==> src/rtl/hazard_scoreboard_if.sv <==
// Decode-slot hazard interface between the pipeline control (master) and the scoreboard (slave).
interface hazard_scoreboard_if #(
    parameter int unsigned RAW   = 5,
    parameter int unsigned DEPTH = 3,
    parameter int unsigned CNT_W = 16
);
    localparam int unsigned FW = $clog2(DEPTH + 2);

    logic             dec_valid;
    logic [RAW-1:0]   dec_rs1;
    logic [RAW-1:0]   dec_rs2;
    logic [RAW-1:0]   dec_rd;
    logic             dec_use_rs1;
    logic             dec_use_rs2;
    logic             dec_regwrite;
    logic             dec_is_load;
    logic             flush_req;
    logic             stall_fd;
    logic             flush_d;
    logic             bubble_e;
    logic [FW-1:0]    fwd1_e;
    logic [FW-1:0]    fwd2_e;
    logic [CNT_W-1:0] stall_cnt;
    logic [CNT_W-1:0] flush_cnt;

    modport master (
        output dec_valid, dec_rs1, dec_rs2, dec_rd, dec_use_rs1, dec_use_rs2,
               dec_regwrite, dec_is_load, flush_req,
        input  stall_fd, flush_d, bubble_e, fwd1_e, fwd2_e, stall_cnt, flush_cnt
    );

    modport slave (
        input  dec_valid, dec_rs1, dec_rs2, dec_rd, dec_use_rs1, dec_use_rs2,
               dec_regwrite, dec_is_load, flush_req,
        output stall_fd, flush_d, bubble_e, fwd1_e, fwd2_e, stall_cnt, flush_cnt
    );
endinterface

==> src/rtl/hazard_scoreboard.sv <==
// RAW hazard scoreboard: tracks in-flight destination registers, raises load-use stalls,
// and selects the forwarding source for each operand of the instruction entering stage 1.
module hazard_scoreboard #(
    parameter int unsigned RAW        = 5,
    parameter int unsigned DEPTH      = 3,
    parameter int unsigned ALU_READY  = 2,
    parameter int unsigned LOAD_READY = 3,
    parameter int unsigned CNT_W      = 16
) (
    input  logic               clk,
    input  logic               rst,
    hazard_scoreboard_if.slave hz
);
    localparam int unsigned FW = $clog2(DEPTH + 2);

    typedef struct packed {
        logic           valid;
        logic [RAW-1:0] rd;
        logic           regwrite;
        logic           is_load;
    } stage_t;

    stage_t [DEPTH:1] st;
    logic   [FW-1:0]  fwd1_q;
    logic   [FW-1:0]  fwd2_q;
    logic   [FW-1:0]  sel1;
    logic   [FW-1:0]  sel2;
    logic             haz1;
    logic             haz2;
    logic             stall;
    logic             bubble;
    logic [CNT_W-1:0] stall_cnt_q;
    logic [CNT_W-1:0] flush_cnt_q;

    // Returns {stall, select}; scanning from stage 1 upward lets the youngest producer win.
    function automatic logic [FW:0] lookup(
        input stage_t [DEPTH:1] stg,
        input logic [RAW-1:0]   rs,
        input logic             rd_used
    );
        logic        found;
        logic [FW:0] r;
        found = 1'b0;
        r     = '0;
        for (int unsigned k = 1; k <= DEPTH; k++) begin
            if (!found && rd_used && stg[k].valid && stg[k].regwrite &&
                stg[k].rd != '0 && stg[k].rd == rs) begin
                found       = 1'b1;
                r[FW-1:0]   = FW'(k + 1);
                r[FW]       = (k + 1) < (stg[k].is_load ? LOAD_READY : ALU_READY);
            end
        end
        return r;
    endfunction

    always_comb begin
        {haz1, sel1} = lookup(st, hz.dec_rs1, hz.dec_use_rs1 & hz.dec_valid);
        {haz2, sel2} = lookup(st, hz.dec_rs2, hz.dec_use_rs2 & hz.dec_valid);
        stall        = (haz1 | haz2) & ~hz.flush_req;
        bubble       = stall | hz.flush_req;
    end

    always_ff @(posedge clk or negedge rst) begin
        if (!rst) begin
            st          <= '0;
            fwd1_q      <= '0;
            fwd2_q      <= '0;
            stall_cnt_q <= '0;
            flush_cnt_q <= '0;
        end else begin
            st[DEPTH:2] <= st[DEPTH-1:1];
            if (bubble) begin
                st[1]  <= '0;
                fwd1_q <= '0;
                fwd2_q <= '0;
            end else begin
                st[1]  <= '{valid:    hz.dec_valid,
                            rd:       hz.dec_rd,
                            regwrite: hz.dec_regwrite & hz.dec_valid,
                            is_load:  hz.dec_is_load & hz.dec_valid};
                fwd1_q <= sel1;
                fwd2_q <= sel2;
            end
            if (stall && stall_cnt_q != '1) begin
                stall_cnt_q <= stall_cnt_q + CNT_W'(1);
            end
            if (hz.flush_req && flush_cnt_q != '1) begin
                flush_cnt_q <= flush_cnt_q + CNT_W'(1);
            end
        end
    end

    assign hz.stall_fd  = stall;
    assign hz.flush_d   = hz.flush_req;
    assign hz.bubble_e  = bubble;
    assign hz.fwd1_e    = fwd1_q;
    assign hz.fwd2_e    = fwd2_q;
    assign hz.stall_cnt = stall_cnt_q;
    assign hz.flush_cnt = flush_cnt_q;
endmodule

==> src/flat_wrapper.sv <==
// flat-port wrapper written by rule: the top's interface ports become plain ports
module hazard_scoreboard_flat 
#(
    parameter int unsigned RAW        = 5,
    parameter int unsigned DEPTH      = 3,
    parameter int unsigned ALU_READY  = 2,
    parameter int unsigned LOAD_READY = 3,
    parameter int unsigned CNT_W      = 16
)
  (clk, rst, hz_dec_valid, hz_dec_rs1, hz_dec_rs2, hz_dec_rd, hz_dec_use_rs1, hz_dec_use_rs2, hz_dec_regwrite, hz_dec_is_load, hz_flush_req, hz_stall_fd, hz_flush_d, hz_bubble_e, hz_fwd1_e, hz_fwd2_e, hz_stall_cnt, hz_flush_cnt);
  hazard_scoreboard_if #(.RAW(RAW), .DEPTH(DEPTH), .CNT_W(CNT_W)) hz_i ();
  input  logic clk;
  input  logic rst;
  input wire logic [$bits(hz_i.dec_valid)-1:0] hz_dec_valid;
  input wire logic [$bits(hz_i.dec_rs1)-1:0] hz_dec_rs1;
  input wire logic [$bits(hz_i.dec_rs2)-1:0] hz_dec_rs2;
  input wire logic [$bits(hz_i.dec_rd)-1:0] hz_dec_rd;
  input wire logic [$bits(hz_i.dec_use_rs1)-1:0] hz_dec_use_rs1;
  input wire logic [$bits(hz_i.dec_use_rs2)-1:0] hz_dec_use_rs2;
  input wire logic [$bits(hz_i.dec_regwrite)-1:0] hz_dec_regwrite;
  input wire logic [$bits(hz_i.dec_is_load)-1:0] hz_dec_is_load;
  input wire logic [$bits(hz_i.flush_req)-1:0] hz_flush_req;
  output wire logic [$bits(hz_i.stall_fd)-1:0] hz_stall_fd;
  output wire logic [$bits(hz_i.flush_d)-1:0] hz_flush_d;
  output wire logic [$bits(hz_i.bubble_e)-1:0] hz_bubble_e;
  output wire logic [$bits(hz_i.fwd1_e)-1:0] hz_fwd1_e;
  output wire logic [$bits(hz_i.fwd2_e)-1:0] hz_fwd2_e;
  output wire logic [$bits(hz_i.stall_cnt)-1:0] hz_stall_cnt;
  output wire logic [$bits(hz_i.flush_cnt)-1:0] hz_flush_cnt;
  assign hz_i.dec_valid = hz_dec_valid;
  assign hz_i.dec_rs1 = hz_dec_rs1;
  assign hz_i.dec_rs2 = hz_dec_rs2;
  assign hz_i.dec_rd = hz_dec_rd;
  assign hz_i.dec_use_rs1 = hz_dec_use_rs1;
  assign hz_i.dec_use_rs2 = hz_dec_use_rs2;
  assign hz_i.dec_regwrite = hz_dec_regwrite;
  assign hz_i.dec_is_load = hz_dec_is_load;
  assign hz_i.flush_req = hz_flush_req;
  assign hz_stall_fd = hz_i.stall_fd;
  assign hz_flush_d = hz_i.flush_d;
  assign hz_bubble_e = hz_i.bubble_e;
  assign hz_fwd1_e = hz_i.fwd1_e;
  assign hz_fwd2_e = hz_i.fwd2_e;
  assign hz_stall_cnt = hz_i.stall_cnt;
  assign hz_flush_cnt = hz_i.flush_cnt;
  hazard_scoreboard #(.RAW(RAW), .DEPTH(DEPTH), .ALU_READY(ALU_READY), .LOAD_READY(LOAD_READY), .CNT_W(CNT_W)) u_core (.clk(clk), .rst(rst), .hz(hz_i));
endmodule
==> config.mk <==
export PLATFORM = sky130hd
export DESIGN_NAME = hazard_scoreboard_flat
export DESIGN_NICKNAME = d
export VERILOG_FILES = /design/src/rtl/hazard_scoreboard_if.sv /design/src/rtl/hazard_scoreboard.sv /design/src/flat_wrapper.sv
export SDC_FILE = /design/constraint.sdc
export NUM_CORES = 1
export LEC_CHECK = 0
export CAP_MARGIN = 0
export CELL_PAD_IN_SITES_DETAIL_PLACEMENT = 2
export CELL_PAD_IN_SITES_GLOBAL_PLACEMENT = 2
export CORE_UTILIZATION = 43
export DETAILED_ROUTE_END_ITERATION = 10
export DONT_BUFFER_PORTS = 1
export PLACE_DENSITY_LB_ADDON = 0.1
export SYNTH_ARGS = -nofsm -noshare
export SYNTH_HDL_FRONTEND = slang
export SYNTH_SLANG_ARGS = --single-unit
==> constraint.sdc <==
create_clock -name clk -period 4.39 [get_ports clk]
set_clock_uncertainty 0.1 [all_clocks]
set_input_delay 0.878 -clock clk [delete_from_list [all_inputs] [get_ports clk]]
set_output_delay 0.878 -clock clk [all_outputs]
set_load 0.02 [all_outputs]
==> results.md, run 1 <==
- Status: completed
- Slew @ Worst Pin: 655 ps
- Cts hold-fix bufs: 0
- Sequential share of the synthesized area: about 54%
- Crit Path Class: flop to output port
- Setup crit end kind: output port
- Final Cell Area: 0.00309 mm^2
- Setup TNS: 0 ps
- Critical path cell sequence: or4_1 > o211a_1 > a31oi_1 > inv_1
- I/O Pins: 64
- PwrDens: 450 mW/mm^2
- Post-layout minimum cycle time: 3230 ps
- Worst skew pair latency: 330 ps
- Share of cells above drive strength 1: 7.95%
- Violation count after the first detailed-route iteration: 88
- Syn avg cell area: 11.1 um^2
- Post-Synthesis Net Count: 276
- Dpl hpwl: about 5.3 mm
- # DRC: 0
- Num CTS Buffers: 9
- Final period utilization: 73.5%
- Async S/R FF share, synth: 100%
- Global route overflow: 0
- Core Rows: 28
- Fmax: 0.310 GHz
- Post-Place Worst Slack: 1250 ps
- Endpoints failing setup: 0
- RSZ-0062 raised after global routing: no
- H-tree levels: 3
- Total GRT Usage: 24.1%
- Number of routed nets with antenna violations: 0
- Vias per std cell: 5.75
- Setup ws final: 1160 ps
- Slowest Stage Delay on Critical Path: about 610 ps
- VDD IR max: 0.253 mV
- Clk pwr share: 42.3%
- Post-CTS Resized: 0
- Layout net count: 284
- DP Area: ~0.0029 mm^2
- Main synth FF type: dfrtp_1
- Port bufs: 0
- Slew HR: between 50% and 60%
- Routed len/inst: 21.5 um
- Int Pwr: 1.02 mW
- Crit-path max FO: 6
- Number of global-route vias before repair: around 2200
- Maximum root-to-sink buffer count: 2
- Initial antenna violation count: 0
- Hold Slack: 131 ps
- Register clock-pin slew on the reported worst setup and hold paths: 70 ps
- Yosys warning count: 0
- Net Switching: approximately 0.37 mW
- Critical Path AT: roughly 2300 ps
- Worst endpoint required time: 3410 ps
- Clk root buf: clkbuf_8
- CP delay by family, top: compound AO/OA/AOI/OAI gates
- Layout area overhead: 11.0%
- Comb power frac: 7.7%
- 1st-pass router iterations: 4
- RePlAce Congestion: 0.856
- #FFs+latches synth: 60
- Crit path launch type: flop
- MaxCap Viol Count: 0
- Die width: between 80 and 90 um
- Post-Place Cells: 323
- Sequential Power Share: 50.0%
- CTS tree: built
- Post-synth EDFFs: 0
- Mapped cell area: 0.00279 mm^2
- Sw frac: 26.6%
- Diodes inserted: 0
- First-pass GRT wire length: 11.6 mm
- Initial Utilization: 45.7%
- Synth cell types: 40
- CP Buf/Inv Count: 1
- Die height: roughly 83 um
- Final slew viol count: 0
- Final Hold Viols: 0
- Slowest-stage cell, CP: or4_1
- Clock Sink Count: 60
- Leak: 1.36 nW
- Setup bufs post-CTS: 0
- Layout Cells excl Fill: 339
- Vias: 1950
- Core Box Area: slightly above 0.006 mm^2
- Largest net degree at the start of global routing: 61
- Drt total wl: around 7.3 mm
- Mapped Cells: 251
- Final core area utilization: 50.7%
- Worst Hold Class: input pin to async pin
- Die area: 0.00681 mm^2
- Power, Total: 1.39 mW
final timing paths:
path                                from                      to  slack (ps)  depth (start not counted)
min in group clk           u_core.st[15]           u_core.st[23]         280                          0
max reg2reg                 u_core.st[2]     u_core.hz.fwd2_e[1]        1940                          5
max                         u_core.st[2]             hz_bubble_e        1160                          4
min reg2reg                u_core.st[15]           u_core.st[23]         280                          0
min                                  rst  u_core.hz.flush_cnt[0]         130                          0
max in group asynchronous            rst            u_core.st[5]        3950                          0
Yosys cell counts (2+ instances only):
cell type | count | area share (%)
dfrtp_1 | 60 | 54
xnor2_1 | 37 | 12
nand2_1 | 19 | 2.6
nor2_1 | 19 | 2.6
xor2_1 | 19 | 6.0
nand4_1 | 18 | 4.0
nand3_1 | 10 | 1.8
and2_1 | 9 | 2.0
and3_1 | 6 | 1.3
nor3_1 | 6 | 1.1
a21oi_1 | 5 | 0.90
inv_1 | 5 | 0.67
a31oi_1 | 3 | 0.67
mux2_2 | 3 | 1.2
or3_1 | 3 | 0.67
buf_4 | 2 | 0.54
ha_1 | 2 | 0.90
nor4_1 | 2 | 0.45
or4_1 | 2 | 0.54
worst reg2reg max path, cell delays in order (launching register included):
cell and delay (ps):
dfrtp_1 440, or4_1 610, o211a_1 260, a31oi_1 370
inv_1 240, a21oi_1 310
cell type report:
class | count | area [um^2]
fillers | 627 | 3000
flip-flops and latches | 60 | 1500
multi-input cells | 183 | 1250
clock buffers | 11 | 131
clock inverters | 5 | 100
well taps | 75 | 93.8
inverters | 5 | 18.8
registers in the layout (all words and copies together) (netlist names):
name	cells
u_core.st	22
u_core.hz.fwd1_e	3
u_core.hz.stall_cnt	16
u_core.hz.fwd2_e	3
u_core.hz.flush_cnt	16
kinds of logic after synthesis:
logic type	synth area share, %
compound gates	4.58
xor+xnor	17.6
fa+ha+maj	0.898
buf+inv	1.35
flops	53.9
mux	1.21
simple gates	20.5
layer usage:
layer  GRT usage, %  share of wire [%]  up-vias
met4           8.28                1.4        0
met5              0                  0        -
met1           31.8                 45     1006
met3           5.82                5.5       10
met2           38.8                 48       53
li1               -                  -      881
power by group through the flow:
stage | logic (mW) | registers, mW | clock network [mW]
6_report | 0.107 | 0.696 | 0.590
2_1_floorplan | 0.0874 | 0.686 | 0
5_1_grt | 0.122 | 0.708 | 0.628
3_5_place_dp | 0.107 | 0.707 | 0
4_1_cts | 0.109 | 0.697 | 0.602
3_3_place_gp | 0.0998 | 0.704 | 0
placed cells by master, fill, tap and decap left out, types with 3 or more instances in the layout:
cell / netlist / routed
dfrtp_1: 60 / 60
or3_1: 3 / 3
nand4_1: 18 / 18
and2_1: 9 / 9
clkbuf_8: 0 / 9
nand2_1: 19 / 19
nand3_1: 10 / 10
inv_1: 5 / 5
bufinv_16: 0 / 3
xnor2_1: 37 / 37
and3_1: 6 / 6
nor2_1: 19 / 19
a21oi_1: 5 / 5
a31oi_1: 3 / 3
xor2_1: 19 / 19
nor3_1: 6 / 6
mux2_2: 3 / 3
Power figures use the tool's default switching activity.
==> run 2: changes to the inputs <==
--- a/config.mk
+++ b/config.mk
@@ -8,7 +8,7 @@
 export CAP_MARGIN = 0
 export CELL_PAD_IN_SITES_DETAIL_PLACEMENT = 2
 export CELL_PAD_IN_SITES_GLOBAL_PLACEMENT = 2
-export CORE_UTILIZATION = 43
+export CORE_UTILIZATION = 40
 export DETAILED_ROUTE_END_ITERATION = 10
 export DONT_BUFFER_PORTS = 1
 export PLACE_DENSITY_LB_ADDON = 0.1
==> constraint.sdc (replaced) <==
create_clock -name clk -period 3.1 [get_ports clk]
set_clock_uncertainty 0.1 [all_clocks]
set_input_delay 0.62 -clock clk [delete_from_list [all_inputs] [get_ports clk]]
set_output_delay 0.62 -clock clk [all_outputs]
set_load 0.02 [all_outputs]
==> run 2 against run 1 <==
Compared with the run above: global-route usage shrank 3.7 points; sequential cell count is the same; combinational power grew 55%; sequential share of layout area is 0.078 points lower; non-clock buffer count is 1 higher; first-iteration DRC count shrank 16%; highest routed layer unchanged.
==> results.md, run 2 (same netlist as run 1, synthesis figures left out) <==
- Endpoints failing setup: 0
- Leak: 1.36 nW
- Crit path launch type: flop
- Max reg flops: 22
- Largest net degree at the start of global routing: between 60 and 70
- Initial Utilization: 41.2%
- Layout Cells excl Fill: 345
- Final period utilization: 95.8%
- Comb power frac: 8.9%
- Hold Slack: 39.1 ps
- Slew HR: 57.6%
- Total GRT Usage: between 20% and 30%
- Worst Hold Class: input pin to async pin
- CP delay by family, top: compound AO/OA/AOI/OAI gates
- Number of routed nets with antenna violations: 0
- Diodes inserted: 0
- Most common cell after layout, fill and taps aside: dfrtp_1
- Slowest Stage Delay on Critical Path: just under 600 ps
- Initial antenna violation count: 0
- VDD IR max: 0.177 mV
- Worst endpoint required time: 2380 ps
- Net Switching: 0.529 mW
- Port bufs: 0
- Die width: 85.5 um
- Register clock-pin slew on the reported worst setup and hold paths: around 70 ps
- Violation count after the first detailed-route iteration: 74
- PwrDens: 601 mW/mm^2
- Crit Path Class: flop to output port
- RSZ-0062 raised after global routing: no
- Share of cells above drive strength 1: under 10%
- Final Hold Viols: 0
- Final core area utilization: a little under half
- Core Box Area: 0.00676 mm^2
- Vias: 1972
- Status: completed
- Layout area overhead: 11.2%
- Most flops, register: u_core.st
- Clock Sink Count: 60
- CTS tree: built
- Number of global-route vias before repair: 2185
- Beginning of the critical path: u_core.st[2]
- Setup TNS: 0 ps
- Global route overflow: 0
- Slowest-stage cell, CP: or4_1
- Crit-path max FO: 6
- Int Pwr: roughly 1.3 mW
- Core Rows: 30
- RePlAce Congestion: a little over 0.8
- Sequential Power Share: 52.6%
- Worst skew pair latency: 330 ps
- 1st-pass router iterations: 4
- CP Buf/Inv Count: 1
- Maximum root-to-sink buffer count: 2
- Post-Place Cells: 328
- Drt total wl: 6.73 mm
- Critical path cell sequence: or4_1 > o211a_1 > a31oi_1 > inv_1
- Die height: 85.5 um
- Setup crit end kind: output port
- Post-layout minimum cycle time: 2970 ps
- Vias per std cell: about 5.7
- Die area: approximately 0.0073 mm^2
- Power, Total: 1.86 mW
- Final slew viol count: 0
- Post-CTS Resized: 0
- Dpl hpwl: 4.94 mm
- Slew @ Worst Pin: 636 ps
- Layout net count: between 200 and 300
- Clk pwr share: 38.5%
- I/O Pins: 64
- Routed len/inst: 19.5 um
- Num CTS Buffers: 9
- Sw frac: between 20 and 30%
- MaxCap Viol Count: 0
- H-tree levels: 3
- Fmax: 0.337 GHz
- Most frequent cells in the layout: 60 x dfrtp_1, 37 x xnor2_1, 19 x xor2_1, 19 x nand2_1, 19 x nor2_1
- First-pass GRT wire length: 11.3 mm
- Reg-to-reg critical path startpoint: u_core.st[2]
- Clk root buf: clkbuf_8
- Critical Path AT: about 2300 ps
- # DRC: 0
-- run 2: changes by cell type in the layout (fill, tap and decap cells not counted) --
cell	before	now
clkbuf_8	9	11
clkbuf_1	2	1
clkinvlp_4	0	1
bufinv_16	3	1
buf_16	0	1
-- run 2: path summary, 6_finish.rpt --
kind | end | slack (ps) | cells after the start
max in group asynchronous | u_core.st[13] | 2580 | 1
min reg2reg | u_core.st[23] | 280 | 0
max | hz_bubble_e | 130 | 4
min | u_core.hz.flush_cnt[14] | 40 | 1
max reg2reg | u_core.hz.fwd2_e[1] | 730 | 5
min in group clk | u_core.hz.fwd1_e[0] | 260 | 1
-- run 2: power groups by stage --
stage               clock, mW  combinational, mW  sequential [mW]
floorplan                   0              0.124            0.972
global placement            0              0.143            0.994
detailed placement          0              0.149            0.995
CTS                     0.736              0.171            0.980
global route            0.769              0.194            0.994
finish                  0.716              0.166            0.980
-- run 2: worst register-to-register path, cell delays in order, from the launching register on --
cell	delay (ps)
dfrtp_1	430
or4_1	590
o211a_1	250
a31oi_1	400
inv_1	260
a21oi_1	250
-- run 2: routing by layer --
metal  routed length (um)  GRT usage, %  vias up
li1                     -             -      891
met1                 3160          27.9     1021
met2                 3160          30.9       49
met3                  313          5.25       11
met4                  102          8.03        0
met5                    0             0        -
-- run 2: cell type report --
class                      count  area (um^2)
clock buffer                  12          155
clock inverter                 4         47.5
fill                         696         3660
inverter                       5         18.8
multi-input combinational    183         1250
sequential                    60         1500
tap                           80          100
timing repair buffer           1         27.5
-- run 2: timing repair --
item                      4_1_cts  5_1_grt
hold endpoints to repair       60        0
hold buffers                    1        0
buffers inserted                0        0
-- run 2: metrics by stage --
step	setup WS [ps]	area (um^2)
global route	6.57	3100
CTS	77.8	3100
floorplan	717	2790
global placement	517	2870
finish	129	3100
detailed placement	445	2870
